<file path="src/rtl/uart_rx_framer_if.sv">
// UART receive framer port bundle.
// Generator handshake plus CPU-side data/flag register view.
interface uart_rx_framer_if;
    logic       baud_tick;
    logic       baud_status;
    logic       baud_finish;
    logic       baud_trigger;
    logic       baud_enable;
    logic       baud_type;
    logic       rd_ack;
    logic [7:0] rx_data;
    logic       rx_ready;
    logic       rx_valid;
    logic       frame_err;
    logic       overrun;

    modport master (
        input  baud_tick,
        input  baud_status,
        input  baud_finish,
        input  rd_ack,
        output baud_trigger,
        output baud_enable,
        output baud_type,
        output rx_data,
        output rx_ready,
        output rx_valid,
        output frame_err,
        output overrun
    );

    modport slave (
        output baud_tick,
        output baud_status,
        output baud_finish,
        output rd_ack,
        input  baud_trigger,
        input  baud_enable,
        input  baud_type,
        input  rx_data,
        input  rx_ready,
        input  rx_valid,
        input  frame_err,
        input  overrun
    );
endinterface

</file>
<file path="src/rtl/uart_rx_framer.sv">
// UART receive framer: start detect, bit sampling on generator ticks,
// byte hand-off to the CPU with ready/ack, frame-error and overrun flags.
module uart_rx_framer #(
    parameter int SYNC_STAGES = 2,
    parameter bit CHECK_STOP  = 1'b1
) (
    input  logic             sysclk,
    input  logic             rst_n,
    input  logic             rx,
    uart_rx_framer_if.master bus
);

    typedef enum logic [2:0] {
        IDLE,
        ARM,
        START,
        DATA,
        STOP,
        DRAIN,
        DISCARD
    } state_e;

    state_e state_q, state_d;

    logic [SYNC_STAGES-1:0] sync_q, sync_d;
    logic                   rxs;
    logic                   rxs_dly_q, rxs_dly_d;
    logic                   fall;

    logic       trig_q, trig_d;
    logic [2:0] cnt_q, cnt_d;
    logic [7:0] sr_q, sr_d;
    logic       stop_ok_q, stop_ok_d;
    logic [7:0] data_q, data_d;
    logic       ferr_q, ferr_d;
    logic       ready_q, ready_d;
    logic       valid_q, valid_d;
    logic       ovr_q, ovr_d;

    assign rxs  = sync_q[SYNC_STAGES-1];
    assign fall = rxs_dly_q & ~rxs;

    // Shift the raw line through the synchroniser; keep one older copy for edges.
    always_comb begin
        sync_d    = {sync_q[SYNC_STAGES-2:0], rx};
        rxs_dly_d = rxs;
    end

    // Framing FSM, byte hand-off and CPU flag updates.
    always_comb begin
        state_d   = state_q;
        trig_d    = trig_q;
        cnt_d     = cnt_q;
        sr_d      = sr_q;
        stop_ok_d = stop_ok_q;
        data_d    = data_q;
        ferr_d    = ferr_q;
        ready_d   = ready_q;
        valid_d   = 1'b0;
        ovr_d     = ovr_q;

        if (bus.rd_ack && ready_q) begin
            ready_d = 1'b0;
            ovr_d   = 1'b0;
        end

        unique case (state_q)
            IDLE: begin
                if (fall && !bus.baud_status) begin
                    trig_d  = 1'b1;
                    state_d = ARM;
                end
            end
            ARM: begin
                if (bus.baud_status) begin
                    trig_d  = 1'b0;
                    state_d = START;
                end else if (bus.baud_finish) begin
                    trig_d  = 1'b0;
                    state_d = IDLE;
                end
            end
            START: begin
                if (bus.baud_finish) begin
                    state_d = IDLE;
                end else if (bus.baud_tick) begin
                    if (rxs) begin
                        state_d = DISCARD;
                    end else begin
                        state_d = DATA;
                        cnt_d   = 3'd0;
                    end
                end
            end
            DATA: begin
                if (bus.baud_finish) begin
                    state_d = IDLE;
                end else if (bus.baud_tick) begin
                    sr_d  = {rxs, sr_q[7:1]};
                    cnt_d = cnt_q + 3'd1;
                    if (cnt_q == 3'd7) begin
                        if (CHECK_STOP) begin
                            state_d = STOP;
                        end else begin
                            state_d   = DRAIN;
                            stop_ok_d = 1'b1;
                        end
                    end
                end
            end
            STOP: begin
                if (bus.baud_finish) begin
                    state_d = IDLE;
                end else if (bus.baud_tick) begin
                    stop_ok_d = rxs;
                    state_d   = DRAIN;
                end
            end
            DRAIN: begin
                if (bus.baud_finish) begin
                    state_d = IDLE;
                    if (!ready_q || bus.rd_ack) begin
                        data_d  = sr_q;
                        ferr_d  = ~stop_ok_q;
                        ready_d = 1'b1;
                        valid_d = 1'b1;
                    end else begin
                        ovr_d = 1'b1;
                    end
                end
            end
            DISCARD: begin
                if (bus.baud_finish) begin
                    state_d = IDLE;
                end
            end
            default: begin
                state_d = IDLE;
                trig_d  = 1'b0;
            end
        endcase
    end

    // Synchroniser and edge-detect registers; the line idles high.
    always_ff @(posedge sysclk or negedge rst_n) begin
        if (!rst_n) begin
            sync_q    <= '1;
            rxs_dly_q <= 1'b1;
        end else begin
            sync_q    <= sync_d;
            rxs_dly_q <= rxs_dly_d;
        end
    end

    // FSM state and receive datapath registers.
    always_ff @(posedge sysclk or negedge rst_n) begin
        if (!rst_n) begin
            state_q   <= IDLE;
            trig_q    <= 1'b0;
            cnt_q     <= 3'd0;
            sr_q      <= 8'h00;
            stop_ok_q <= 1'b0;
        end else begin
            state_q   <= state_d;
            trig_q    <= trig_d;
            cnt_q     <= cnt_d;
            sr_q      <= sr_d;
            stop_ok_q <= stop_ok_d;
        end
    end

    // CPU-visible data register and status flags.
    always_ff @(posedge sysclk or negedge rst_n) begin
        if (!rst_n) begin
            data_q  <= 8'h00;
            ferr_q  <= 1'b0;
            ready_q <= 1'b0;
            valid_q <= 1'b0;
            ovr_q   <= 1'b0;
        end else begin
            data_q  <= data_d;
            ferr_q  <= ferr_d;
            ready_q <= ready_d;
            valid_q <= valid_d;
            ovr_q   <= ovr_d;
        end
    end

    assign bus.baud_trigger = trig_q;
    assign bus.baud_enable  = 1'b1;
    assign bus.baud_type    = CHECK_STOP;
    assign bus.rx_data      = data_q;
    assign bus.rx_ready     = ready_q;
    assign bus.rx_valid     = valid_q;
    assign bus.frame_err    = ferr_q;
    assign bus.overrun      = ovr_q;

endmodule

</file>
<file path="src/flat_wrapper.sv">
// flat-port wrapper written by rule: the top's interface ports become plain ports
module uart_rx_framer_flat 
#(
    parameter int SYNC_STAGES = 2,
    parameter bit CHECK_STOP  = 1'b1
)
  (sysclk, rst_n, rx, bus_baud_tick, bus_baud_status, bus_baud_finish, bus_rd_ack, bus_baud_trigger, bus_baud_enable, bus_baud_type, bus_rx_data, bus_rx_ready, bus_rx_valid, bus_frame_err, bus_overrun);
  uart_rx_framer_if bus_i ();
  input  logic sysclk;
  input  logic rst_n;
  input  logic rx;
  input wire logic [$bits(bus_i.baud_tick)-1:0] bus_baud_tick;
  input wire logic [$bits(bus_i.baud_status)-1:0] bus_baud_status;
  input wire logic [$bits(bus_i.baud_finish)-1:0] bus_baud_finish;
  input wire logic [$bits(bus_i.rd_ack)-1:0] bus_rd_ack;
  output wire logic [$bits(bus_i.baud_trigger)-1:0] bus_baud_trigger;
  output wire logic [$bits(bus_i.baud_enable)-1:0] bus_baud_enable;
  output wire logic [$bits(bus_i.baud_type)-1:0] bus_baud_type;
  output wire logic [$bits(bus_i.rx_data)-1:0] bus_rx_data;
  output wire logic [$bits(bus_i.rx_ready)-1:0] bus_rx_ready;
  output wire logic [$bits(bus_i.rx_valid)-1:0] bus_rx_valid;
  output wire logic [$bits(bus_i.frame_err)-1:0] bus_frame_err;
  output wire logic [$bits(bus_i.overrun)-1:0] bus_overrun;
  assign bus_i.baud_tick = bus_baud_tick;
  assign bus_i.baud_status = bus_baud_status;
  assign bus_i.baud_finish = bus_baud_finish;
  assign bus_i.rd_ack = bus_rd_ack;
  assign bus_baud_trigger = bus_i.baud_trigger;
  assign bus_baud_enable = bus_i.baud_enable;
  assign bus_baud_type = bus_i.baud_type;
  assign bus_rx_data = bus_i.rx_data;
  assign bus_rx_ready = bus_i.rx_ready;
  assign bus_rx_valid = bus_i.rx_valid;
  assign bus_frame_err = bus_i.frame_err;
  assign bus_overrun = bus_i.overrun;
  uart_rx_framer #(.SYNC_STAGES(SYNC_STAGES), .CHECK_STOP(CHECK_STOP)) u_core (.sysclk(sysclk), .rst_n(rst_n), .rx(rx), .bus(bus_i));
endmodule
</file>
<file path="config.mk">
export PLATFORM = sky130hd
export DESIGN_NAME = uart_rx_framer_flat
export DESIGN_NICKNAME = d
export VERILOG_FILES = /design/src/rtl/uart_rx_framer_if.sv /design/src/rtl/uart_rx_framer.sv /design/src/flat_wrapper.sv
export SDC_FILE = /design/constraint.sdc
export NUM_CORES = 1
export LEC_CHECK = 0
export BUFFER_PORTS_ARGS = -buffer_cell sky130_fd_sc_hd__buf_2
export CAP_MARGIN = 10
export CORE_ASPECT_RATIO = 1.75
export CORE_MARGIN = 8
export CORE_UTILIZATION = 54
export DETAILED_ROUTE_END_ITERATION = 6
export GPL_TIMING_DRIVEN = 1
export PLACE_DENSITY = 0.79
export SYNTH_ARGS = -nofsm -noshare
export SYNTH_HDL_FRONTEND = slang
export SYNTH_SLANG_ARGS = --single-unit
</file>
<file path="constraint.sdc">
create_clock -name sysclk -period 2.3 [get_ports sysclk]
set_input_delay 0.46 -clock sysclk [delete_from_list [all_inputs] [get_ports sysclk]]
set_output_delay 0.46 -clock sysclk [all_outputs]
set_load 0.02 [all_outputs]
</file>
==> impl_metrics.csv, run 1 <==
group,metric,value,unit
global_routing,grt-busiest-layer,"met2",
placed_design,dpl-instance-area,0.001455,mm2
sta,fmax,0.5328,GHz
worst_setup_path,worstPathArrival,2.04,ns
clocking,cts_sinks,31,
clocking,insertion_delay,0.28,ns
clocking,clockBufferDepth,2,
sta,finalSetupViolCount,0,
routing,drc,0,
synthesis,synth_top_cells_by_area,"dfrtp_1, mux2_2, dfstp_2, a22o_1, ha_1",
floorplanning,rows,24,
clocking,numCtsBuffers,5,
global_routing,antenna_found_initial,0,
worst_setup_path,r2r_start,"u_core.cnt_q[0]",
sta,fin_tns_setup,0,ns
routing,ant_nets,0,
sta,maxSlewHeadroom,56.88,%
global_routing,met1_usage,11.33,%
placed_design,gp_congestion,0.8587,
clocking,root_buffer,"clkbuf_8",
global_routing,grtUsageMet3,5.018,%
worst_setup_path,r2r-end,"u_core.state_q[1]",
floorplanning,dieArea,0.004472,mm2
clocking,cts-resized-gates,0,
synthesis,ys_ff_latch,31,
pwr,power_density,1093,mW/mm2
worst_setup_path,rr_worst_depth,5,
job,cap_violations,0,
clocking,ctsHtreeMaxLevel,2,
sta,tightest_slew,0.6468,ns
clocking,postCtsSetupBuffers,0,
global_routing,grt_pass1_wl,3870,um
floorplanning,die_w,54.10,um
clocking,cts_tree,"built",
final_layout,instances_no_fill,152,
status,run_status,"completed",
sta,min_period_over_period,81.60,%
final_layout,drive_gt1_share,43.65,%
synthesis,yosys-top-cells-count,"dfrtp_1, mux2_2, nand2_1, nor2_1, o21ai_0",
sta,report.final.slew_viol_count,0,
synthesis,netlist.area_leader.share,51.09,%
final_layout,nets,135,
pwr,irDropWorstVdd,0.6891,mV
final_layout,postLayoutCellArea,0.001543,mm2
worst_setup_path,criticalPathCategory,"register to register",
synthesis,synth.most_common_cell,"dfrtp_1",
clocking,holdBufCountCts,0,
routing,viasPerCell,5.579,
floorplanning,core,0.002462,mm2
synthesis,synthCells,105,
routing,routedWlPerCell,15.30,um
worst_setup_path,worstPathMaxFanout,3,
final_layout,area_growth,12.50,%
placed_design,port_buffers,19,
final_layout,n_antenna_cell,0,
worst_setup_path,startpoint_type,"register",
sta,period_minus_slack,1.877,ns
pwr,p_leak,0.0007765,uW
synthesis,synth.distinct_cells,29,
sta,rsz0062_at_grt,"false",
floorplanning,num_io_pins,22,
routing,finalWirelength,2325,um
placed_design,dpl.hpwl,1688,um
global_routing,track_usage,12.40,%
sta,fin_worst_skew,0.008864,ns
synthesis,yosysSeqAreaShare,56.84,%
synthesis,avgSynthCellArea,13.06,um2
global_routing,grt_max_degree,32,
synthesis,synth_area,0.001371,mm2
sta,hold_viol,0,
synthesis,synth_edf_count,0,
synthesis,ys_dominant_reg_cell,"dfrtp_1",
global_routing,grt_pass1_vias,874,
clocking,path_clk_slew,0.06,ns
global_routing,grt-ovfl-total,0,
worst_setup_path,required,2.47,ns
synthesis,synth_area_leader_cell,"dfrtp_1",
routing,first_iter_violations,21,
synthesis,yosysWarnings,0,
worst_setup_path,crit_path_end_kind,"register",
synthesis,async_flop_share,100.0,%
floorplanning,start_util,55.69,%
floorplanning,die_y,82.67,um
routing,drtPass1Iterations,4,
placed_design,dp.cells,145,
global_routing,use_met2,20.63,%
routing,dr_total_vias,848,
worst_setup_path,r2r_slack,0.42,ns
min_path,hp-class,"primary input to async pin",
-- cell families (layout without fill, tap and decap cells) --
kind of cell    Yosys count  count (layout)  share of synthesized area (%)
compound gates           15              15                          8.487
simple gates             23              23                          9.581
mux                      22              22                          17.88
buf+inv                  11              31                          5.108
other cells               1               2                         0.2735
fa+ha+maj                 2               2                          1.825
flops                    31              31                          56.84
-- how the worst max path moves through the flow --
stage / from / to / slack (ns) / cells after the start
2_1_floorplan: u_core.cnt_q[0] / u_core.state_q[0] / 0.49 / 5
3_3_place_gp: u_core.cnt_q[0] / u_core.state_q[1] / 0.48 / 5
3_5_place_dp: u_core.cnt_q[0] / u_core.state_q[1] / 0.41 / 5
4_1_cts: u_core.cnt_q[0] / u_core.state_q[1] / 0.40 / 5
5_1_grt: u_core.cnt_q[0] / u_core.state_q[1] / 0.36 / 5
6_report: u_core.cnt_q[0] / u_core.state_q[1] / 0.42 / 5
-- where the power goes --
| group | switching, uW | internal, uW |
|---|---|---|
| Combinational | 236 | 238 |
| Sequential | 126 | 673 |
| Clock | 180 | 234 |
-- registers in the layout, indices dropped and copies added (netlist names) --
| register | cells |
|---|---|
| u_core.bus.rx_data | 8 |
| u_core.sr_q | 8 |
| u_core.cnt_q | 3 |
| u_core.state_q | 3 |
| u_core.sync_q | 2 |
| u_core.bus.baud_trigger | 1 |
| u_core.bus.frame_err | 1 |
| u_core.bus.overrun | 1 |
| u_core.bus.rx_ready | 1 |
| u_core.bus.rx_valid | 1 |
| u_core.rxs_dly_q | 1 |
| u_core.stop_ok_q | 1 |
-- critical path, stage by stage (launching register included) --
cell and delay [ns]:
dfrtp_1 0.38, ha_1 0.20, ha_1 0.16, or4_1 0.49
o311ai_2 0.14, mux2_2 0.39
-- per-layer routing --
| layer | share of wire [%] | routed length, um | vias up |
|---|---|---|---|
| met3 | 4.7 | 109 | 6 |
| met5 | 0 | 0 | - |
| met1 | 37 | 851 | 422 |
| met4 | 3.7 | 85 | 0 |
| li1 | - | - | 403 |
| met2 | 55 | 1278 | 17 |
-- metrics by stage --
step | hold WS (ns) | total power [uW] | worst slack (ns) | utilization [%]
global placement | 0.3467 | 1261 | 0.4764 | 59.10
global route | 0.2508 | 1804 | 0.3629 | 62.65
floorplan | 0.1644 | 1184 | 0.4926 | -
CTS | 0.2168 | 1721 | 0.4048 | 62.65
finish | 0.2010 | 1686 | 0.4232 | 62.65
detailed placement | 0.3496 | 1293 | 0.4136 | 59.10
-- cell type report --
type	instances	area [um2]
timing repair buffer	20	102.6
tap	26	32.53
inverter	4	15.01
multi-input combinational	64	525.5
fill	231	919.6
clock inverter	1	5.005
sequential	31	779.5
clock buffer	6	82.58
-- cell usage in the layout (no fill, tap or decap), drive strengths merged --
cell / n
dfrtp: 28
mux2: 20
buf: 20
clkbuf: 6
nor2: 5
o21ai: 5
nand2: 5
inv: 4
nor3b: 3
a22o: 3
dfstp: 3
a21oi: 3
nor2b: 2
and2b: 2
or4: 2
mux2i: 2
ha: 2
conb: 2
nand4b: 1
a2bb2oi: 1
nand2b: 1
nand3: 1
a31oi: 1
o311ai: 1
o31ai: 1
or2: 1
clkinv: 1
Power figures use the tool's default switching activity.
==> inputs of run 2 (changes only) <==
--- a/config.mk
+++ b/config.mk
@@ -5,11 +5,12 @@
 export SDC_FILE = /design/constraint.sdc
 export NUM_CORES = 1
 export LEC_CHECK = 0
+export ABC_AREA = 1
 export BUFFER_PORTS_ARGS = -buffer_cell sky130_fd_sc_hd__buf_2
 export CAP_MARGIN = 10
 export CORE_ASPECT_RATIO = 1.75
 export CORE_MARGIN = 8
-export CORE_UTILIZATION = 54
+export CORE_UTILIZATION = 55
 export DETAILED_ROUTE_END_ITERATION = 6
 export GPL_TIMING_DRIVEN = 1
 export PLACE_DENSITY = 0.79
==> constraint.sdc (replaced) <==
create_clock -name sysclk -period 1.8 [get_ports sysclk]
set_input_delay 0.36 -clock sysclk [delete_from_list [all_inputs] [get_ports sysclk]]
set_output_delay 0.36 -clock sysclk [all_outputs]
set_load 0.02 [all_outputs]
==> impl_metrics.csv, run 2 <==
group,metric,value,unit
global_routing,grt-ovfl-total,0,
final_layout,multi_input_area,570.5,um2
clocking,cts-resized-gates,0,
routing,viasPerCell,5.250,
clocking,clockBufferDepth,2,
final_layout,layout_commonest_cell,"nand2_1",
pwr,p_leak,0.0008820,uW
status,run_status,"completed",
final_layout,area_growth,10.99,%
routing,dr_total_vias,1134,
min_path,hp-class,"primary input to async pin",
worst_setup_path,worstPathMaxFanout,8,
floorplanning,dieArea,0.004673,mm2
worst_setup_path,r2r-end,"u_core.cnt_q[1]",
sta,period_minus_slack,1.437,ns
routing,finalWirelength,2834,um
final_layout,postLayoutCellArea,0.001643,mm2
clocking,holdBufCountCts,0,
clocking,path_clk_slew,0.06,ns
worst_setup_path,cp.depth,5,
floorplanning,num_io_pins,22,
floorplanning,start_util,56.33,%
synthesis,async_flop_share,100.0,%
sta,fin_worst_skew,0.007867,ns
worst_setup_path,crit_path_end_kind,"register",
synthesis,ys_dominant_reg_cell,"dfrtp_1",
pwr,power_density,1592,mW/mm2
clocking,root_buffer,"clkbuf_8",
final_layout,drive_gt1_share,24.87,%
sta,rsz0062_at_grt,"false",
clocking,ctsHtreeMaxLevel,2,
floorplanning,core,0.002628,mm2
sta,min_period_over_period,79.83,%
global_routing,grt_pass1_vias,1187,
worst_setup_path,startpoint_type,"register",
floorplanning,die_y,84.63,um
worst_setup_path,critPathMaxStageDelay,0.47,ns
global_routing,antenna_found_initial,0,
placed_design,dpl-instance-area,0.001562,mm2
clocking,numCtsBuffers,5,
floorplanning,rows,25,
worst_setup_path,critPathLaunch,"u_core.state_q[1]",
clocking,cts_sinks,31,
sta,maxSlewHeadroom,55.97,%
clocking,cts_tree,"built",
synthesis,yosys-top-cells-count,"nand2_1, dfrtp_1, nor2_1",
worst_setup_path,worstPathArrival,1.61,ns
placed_design,gp_congestion,0.8009,
worst_setup_path,cpMaxStageDelayCell,"dfrtp_1",
clocking,insertion_delay,0.29,ns
final_layout,mostFrequentLayoutCells,"nand2_1, dfrtp_1, nor2_1, buf_2, inv_1",
floorplanning,die_w,55.22,um
worst_setup_path,path_buf_inv,1,
synthesis,synth_area_leader_cell,"dfrtp_1",
worst_setup_path,criticalPathCategory,"register to register",
final_layout,fill_cells,230,
global_routing,track_usage,12.92,%
clocking,postCtsSetupBuffers,0,
sta,fin_tns_setup,0,ns
worst_setup_path,r2r_slack,0.36,ns
sta,fmax,0.6959,GHz
routing,ant_nets,0,
pwr,irDropWorstVdd,0.9835,mV
routing,routedWlPerCell,13.12,um
final_layout,nets,197,
sta,report.final.slew_viol_count,0,
placed_design,port_buffers,19,
worst_setup_path,r2r_start,"u_core.state_q[1]",
synthesis,netlist.area_leader.share,47.34,%
placed_design,dpl.hpwl,2046,um
synthesis,synth.distinct_cells,28,
sta,finalSetupViolCount,0,
synthesis,synth_top_cells_by_area,"dfrtp_1, nand2_1, dfstp_2, nor2_1, inv_1",
job,cap_violations,0,
worst_setup_path,cp-endpoint,"u_core.cnt_q[1]",
synthesis,ys_ff_latch,31,
worst_setup_path,critPathTopFamily,"flip-flops",
worst_setup_path,required,1.98,ns
routing,drtPass1Iterations,4,
final_layout,n_antenna_cell,0,
synthesis,avgSynthCellArea,8.863,um2
synthesis,yosysSeqAreaShare,52.66,%
sta,tightest_slew,0.6604,ns
worst_setup_path,crit_path_cell_trace,"inv_2 -> nor2_1 -> o21ai_0 -> o21ai_0 -> nand2_1",
synthesis,synthCells,167,
synthesis,synth_area,0.001480,mm2
global_routing,grt_max_degree,32,
sta,hold_viol,0,
routing,drc,0,
synthesis,yosysWarnings,0,
final_layout,regArea,779.5,um2
synthesis,synth.most_common_cell,"nand2_1",
worst_setup_path,rr_worst_depth,5,
global_routing,grt_pass1_wl,4864,um
synthesis,synth_edf_count,0,
worst_setup_path,crit_path_frequent_cell,"o21ai_0",
routing,first_iter_violations,35,
-- run 2: cell count changes in the layout (fill, tap and decap cells not counted), moves of 5 or more --
| cell | delta |
|---|---|
| nand3_1 | +7 |
| inv_1 | +14 |
| nor2_1 | +14 |
| a21oi_1 | +7 |
| mux2_2 | -20 |
| a21oi_2 | +5 |
| nand2_1 | +33 |
| o21ai_1 | +5 |
-- run 2: through the flow --
| step | setup WS (ns) | utilization [%] | total power (uW) | hold WS [ns] | std cells |
|---|---|---|---|---|---|
| CTS | 0.3793 | 62.52 | 2650 | 0.1132 | 216 |
| detailed placement | 0.4054 | 59.43 | 2115 | 0.3479 | 208 |
| finish | 0.3630 | 62.52 | 2616 | 0.09886 | 216 |
| floorplan | 0.5394 | - | 1861 | 0.06441 | 168 |
| global route | 0.2850 | 62.52 | 2825 | 0.1566 | 216 |
| global placement | 0.4543 | 59.43 | 2072 | 0.3466 | 208 |
-- run 2: cell type report --
type / count / area share, %
clock buffer: 7 / 4.646
clock inverter: 1 / 0.3046
timing repair buffer: 20 / 6.245
multi-input combinational: 110 / 34.73
tap: 27 / 2.056
sequential: 31 / 47.45
inverter: 20 / 4.570
-- run 2: kinds of logic after synthesis --
group           Yosys count  share of synthesized area [%]
simple gates             74                          21.98
compound gates           32                          14.37
buf+inv                  27                          9.044
fa+ha+maj                 2                          1.690
flops                    31                          52.66
other cells               1                         0.2533
-- run 2: worst min path at each step --
| stage | start | end | slack (ns) | cells past startpoint |
|---|---|---|---|---|
| 6_report | rst_n | u_core.bus.rx_data[5] | 0.1 | 1 |
| 5_1_grt | rst_n | u_core.bus.rx_data[4] | 0.16 | 1 |
| 4_1_cts | rst_n | u_core.sr_q[7] | 0.11 | 1 |
| 3_5_place_dp | u_core.sync_q[0] | u_core.sync_q[1] | 0.35 | 0 |
| 3_3_place_gp | u_core.sync_q[0] | u_core.sync_q[1] | 0.35 | 0 |
| 2_1_floorplan | rst_n | u_core.bus.baud_trigger | 0.06 | 0 |
-- run 2: report_power, final --
part           switching [uW]  internal [uW]
Clock                     249            270
Sequential                190            955
Combinational             614            338
-- run 2: layer usage --
layer | routed length (um) | global-route usage (%) | vias up | share of wire [%]
li1 | - | - | 569 | -
met2 | 1511 | 22.75 | 31 | 53
met5 | 0 | 0 | - | 0
met1 | 1049 | 11.21 | 525 | 37
met3 | 180 | 5.740 | 9 | 6.4
met4 | 91 | 8.784 | 0 | 3.2
==> inputs of run 3 (changes only) <==
--- a/config.mk
+++ b/config.mk
@@ -10,10 +10,10 @@
 export CAP_MARGIN = 10
 export CORE_ASPECT_RATIO = 1.75
 export CORE_MARGIN = 8
-export CORE_UTILIZATION = 55
+export CORE_UTILIZATION = 50
 export DETAILED_ROUTE_END_ITERATION = 6
 export GPL_TIMING_DRIVEN = 1
-export PLACE_DENSITY = 0.79
+export PLACE_DENSITY = 0.76
 export SYNTH_ARGS = -nofsm -noshare
 export SYNTH_HDL_FRONTEND = slang
 export SYNTH_SLANG_ARGS = --single-unit
==> constraint.sdc (replaced) <==
create_clock -name sysclk -period 1.2 [get_ports sysclk]
set_input_delay 0.24 -clock sysclk [delete_from_list [all_inputs] [get_ports sysclk]]
set_output_delay 0.24 -clock sysclk [all_outputs]
set_load 0.02 [all_outputs]
==> impl_metrics.csv, run 3 (synthesized netlist as in run 2, its figures left out) <==
group,metric,value,unit
min_path,hp-start,"rx",
worst_setup_path,crit_path_frequent_cell,"nand2_1",
floorplanning,rows,26,
sta,report.final.slew_viol_count,0,
global_routing,grt_pass1_vias,1278,
sta,period_minus_slack,1.290,ns
worst_setup_path,startpoint_type,"register",
routing,drtPass1Iterations,4,
global_routing,antenna_found_initial,0,
pwr,pwr-share-seq,38.2,%
pwr,p_sw_share,40.22,%
worst_setup_path,critPathTopFamily,"flip-flops",
clocking,clockBufferDepth,2,
final_layout,drive_gt1_share,44.23,%
placed_design,dpl-instance-area,0.001702,mm2
pwr,clock_power_share,18.1,%
sta,fin_tns_setup,-0.3001,ns
clocking,insertion_delay,0.29,ns
worst_setup_path,r2r_start,"u_core.state_q[0]",
routing,finalWirelength,3462,um
final_layout,instances_no_fill,236,
routing,dr_total_vias,1261,
sta,hold_viol,0,
sta,min_period_over_period,107.5,%
floorplanning,dieArea,0.005026,mm2
worst_setup_path,path_buf_inv,2,
final_layout,mostFrequentLayoutCells,"nand2_1, dfrtp_1, buf_2",
final_layout,layout_commonest_cell,"nand2_1",
final_layout,multi_input_area,664.4,um2
final_layout,regArea,784.5,um2
worst_setup_path,worstPathMaxFanout,6,
pwr,comb_power_share,43.6,%
floorplanning,die_y,87.98,um
sta,fmax,0.7750,GHz
sta,rsz0062_at_grt,"true",
clocking,cts_tree,"built",
placed_design,gp_congestion,0.9289,
worst_setup_path,crit_path_cell_trace,"buf_4 -> inv_1 -> o211ai_1 -> nand2_1 -> nand2_1 -> nand2_1",
global_routing,grt-ovfl-total,0,
global_routing,track_usage,14.54,%
routing,first_iter_violations,26,
worst_setup_path,worstPathArrival,1.47,ns
placed_design,port_buffers,19,
global_routing,grt_max_degree,20,
worst_setup_path,crit_path_end_kind,"register",
clocking,ctsHtreeMaxLevel,2,
worst_setup_path,critPathMaxStageDelay,0.47,ns
routing,ant_nets,0,
routing,dr.max_layer_used,"met4",
floorplanning,num_io_pins,22,
final_layout,area_growth,30.60,%
sta,fin_worst_skew,0.005174,ns
job,cap_violations,0,
placed_design,preCtsSetupSlack,-0.09291,ns
routing,drc,0,
routing,wl_met1,1176,um
worst_setup_path,critPathLaunch,"u_core.state_q[0]",
floorplanning,start_util,51.70,%
clocking,root_buffer,"clkbuf_8",
placed_design,dp.cells,223,
worst_setup_path,required,1.38,ns
pwr,power,4563,uW
routing,met3_length,183,um
sta,finalSetupViolCount,9,
clocking,numCtsBuffers,5,
pwr,power_density,2360,mW/mm2
floorplanning,die_w,57.13,um
final_layout,postLayoutCellArea,0.001933,mm2
pwr,irDropWorstVdd,1.137,mV
clocking,path_clk_slew,0.06,ns
pwr,internal-power,2727,uW
global_routing,grt_pass1_wl,5609,um
pwr,p_leak,0.0009869,uW
status,run_status,"complete, but fails checks",
routing,routed-wl-met2,1929,um
worst_setup_path,cpMaxStageDelayCell,"dfrtp_2",
placed_design,dpl.hpwl,2395,um
final_layout,fill_cells,227,
routing,routedWlPerCell,14.67,um
floorplanning,core,0.002863,mm2
final_layout,n_antenna_cell,0,
status,failed_checks,"setup timing",
worst_setup_path,criticalPathCategory,"register to register",
routing,viasPerCell,5.343,
final_layout,nets,217,
sta,worst_slack,-0.09039,ns
clocking,cts_sinks,31,
min_path,hp-class,"primary input to register",
pwr,power_switching,1835,uW
run 3: cell types whose count changed in the layout (fill, tap and decap cells not counted), moves of 4 or more:
cell / before / now
buf_4: 1 / 17
dfrtp_1: 28 / 24
dfrtp_2: 0 / 4
nand2_1: 38 / 32
nand2_2: 1 / 7
nor2_1: 19 / 11
nor2_2: 2 / 7
run 3: worst register-to-register path, stage by stage (launching register included):
cell	delay (ns)
dfrtp_2	0.47
buf_4	0.19
inv_1	0.08
o211ai_1	0.21
nand2_1	0.10
nand2_1	0.07
nand2_1	0.05
run 3: layout make-up:
type | count | area share (%)
Sequential cell | 31 | 40.58
Clock inverter | 1 | 0.2589
Clock buffer | 6 | 4.272
Multi-Input combinational cell | 110 | 34.37
Inverter | 20 | 4.013
Timing Repair Buffer | 40 | 14.69
Tap cell | 28 | 1.812
run 3: final timing paths:
path	end	slack (ns)	depth (start not counted)
setup / recovery	u_core.state_q[0]	-0.09	6
hold / removal	u_core.sync_q[0]	0.05	1
setup reg to reg	u_core.state_q[0]	-0.09	6
hold reg to reg	u_core.sync_q[1]	0.36	0
max in group asynchronous	u_core.state_q[1]	0.37	3
min in group asynchronous	u_core.bus.rx_data[4]	0.41	2
run 3: metrics by stage:
stage | utilization (%) | hold slack [ns]
after detailed placement | 59.44 | 0.1713
after CTS | 64.42 | 0.03994
after floorplan | - | -0.05559
after global routing | 67.53 | 0.04356
after global placement | 59.44 | 0.1661
final | 67.53 | 0.05073
run 3: routing by layer:
metal  up-vias  track usage, %
met5         -               0
met3        16           5.370
met1       598           11.88
li1        612               -
met2        35           26.36
met4         0           11.80
run 3: repair_timing:
item	4_1_cts	5_1_grt
pin swaps	3	8
setup buffers	3	2
hold endpoints to repair	10	0
setup endpoints to repair	17	26
hold buffers	1	0
cloned	0	0
gates resized for setup	12	22
run 3: power by group through the flow:
stage	combinational, uW	sequential [uW]	clock, uW
CTS	1810	1700	844
global placement	1640	1680	0
floorplan	943	1860	0
global route	2210	1790	883
finish	1990	1740	827
detailed placement	1700	1700	0
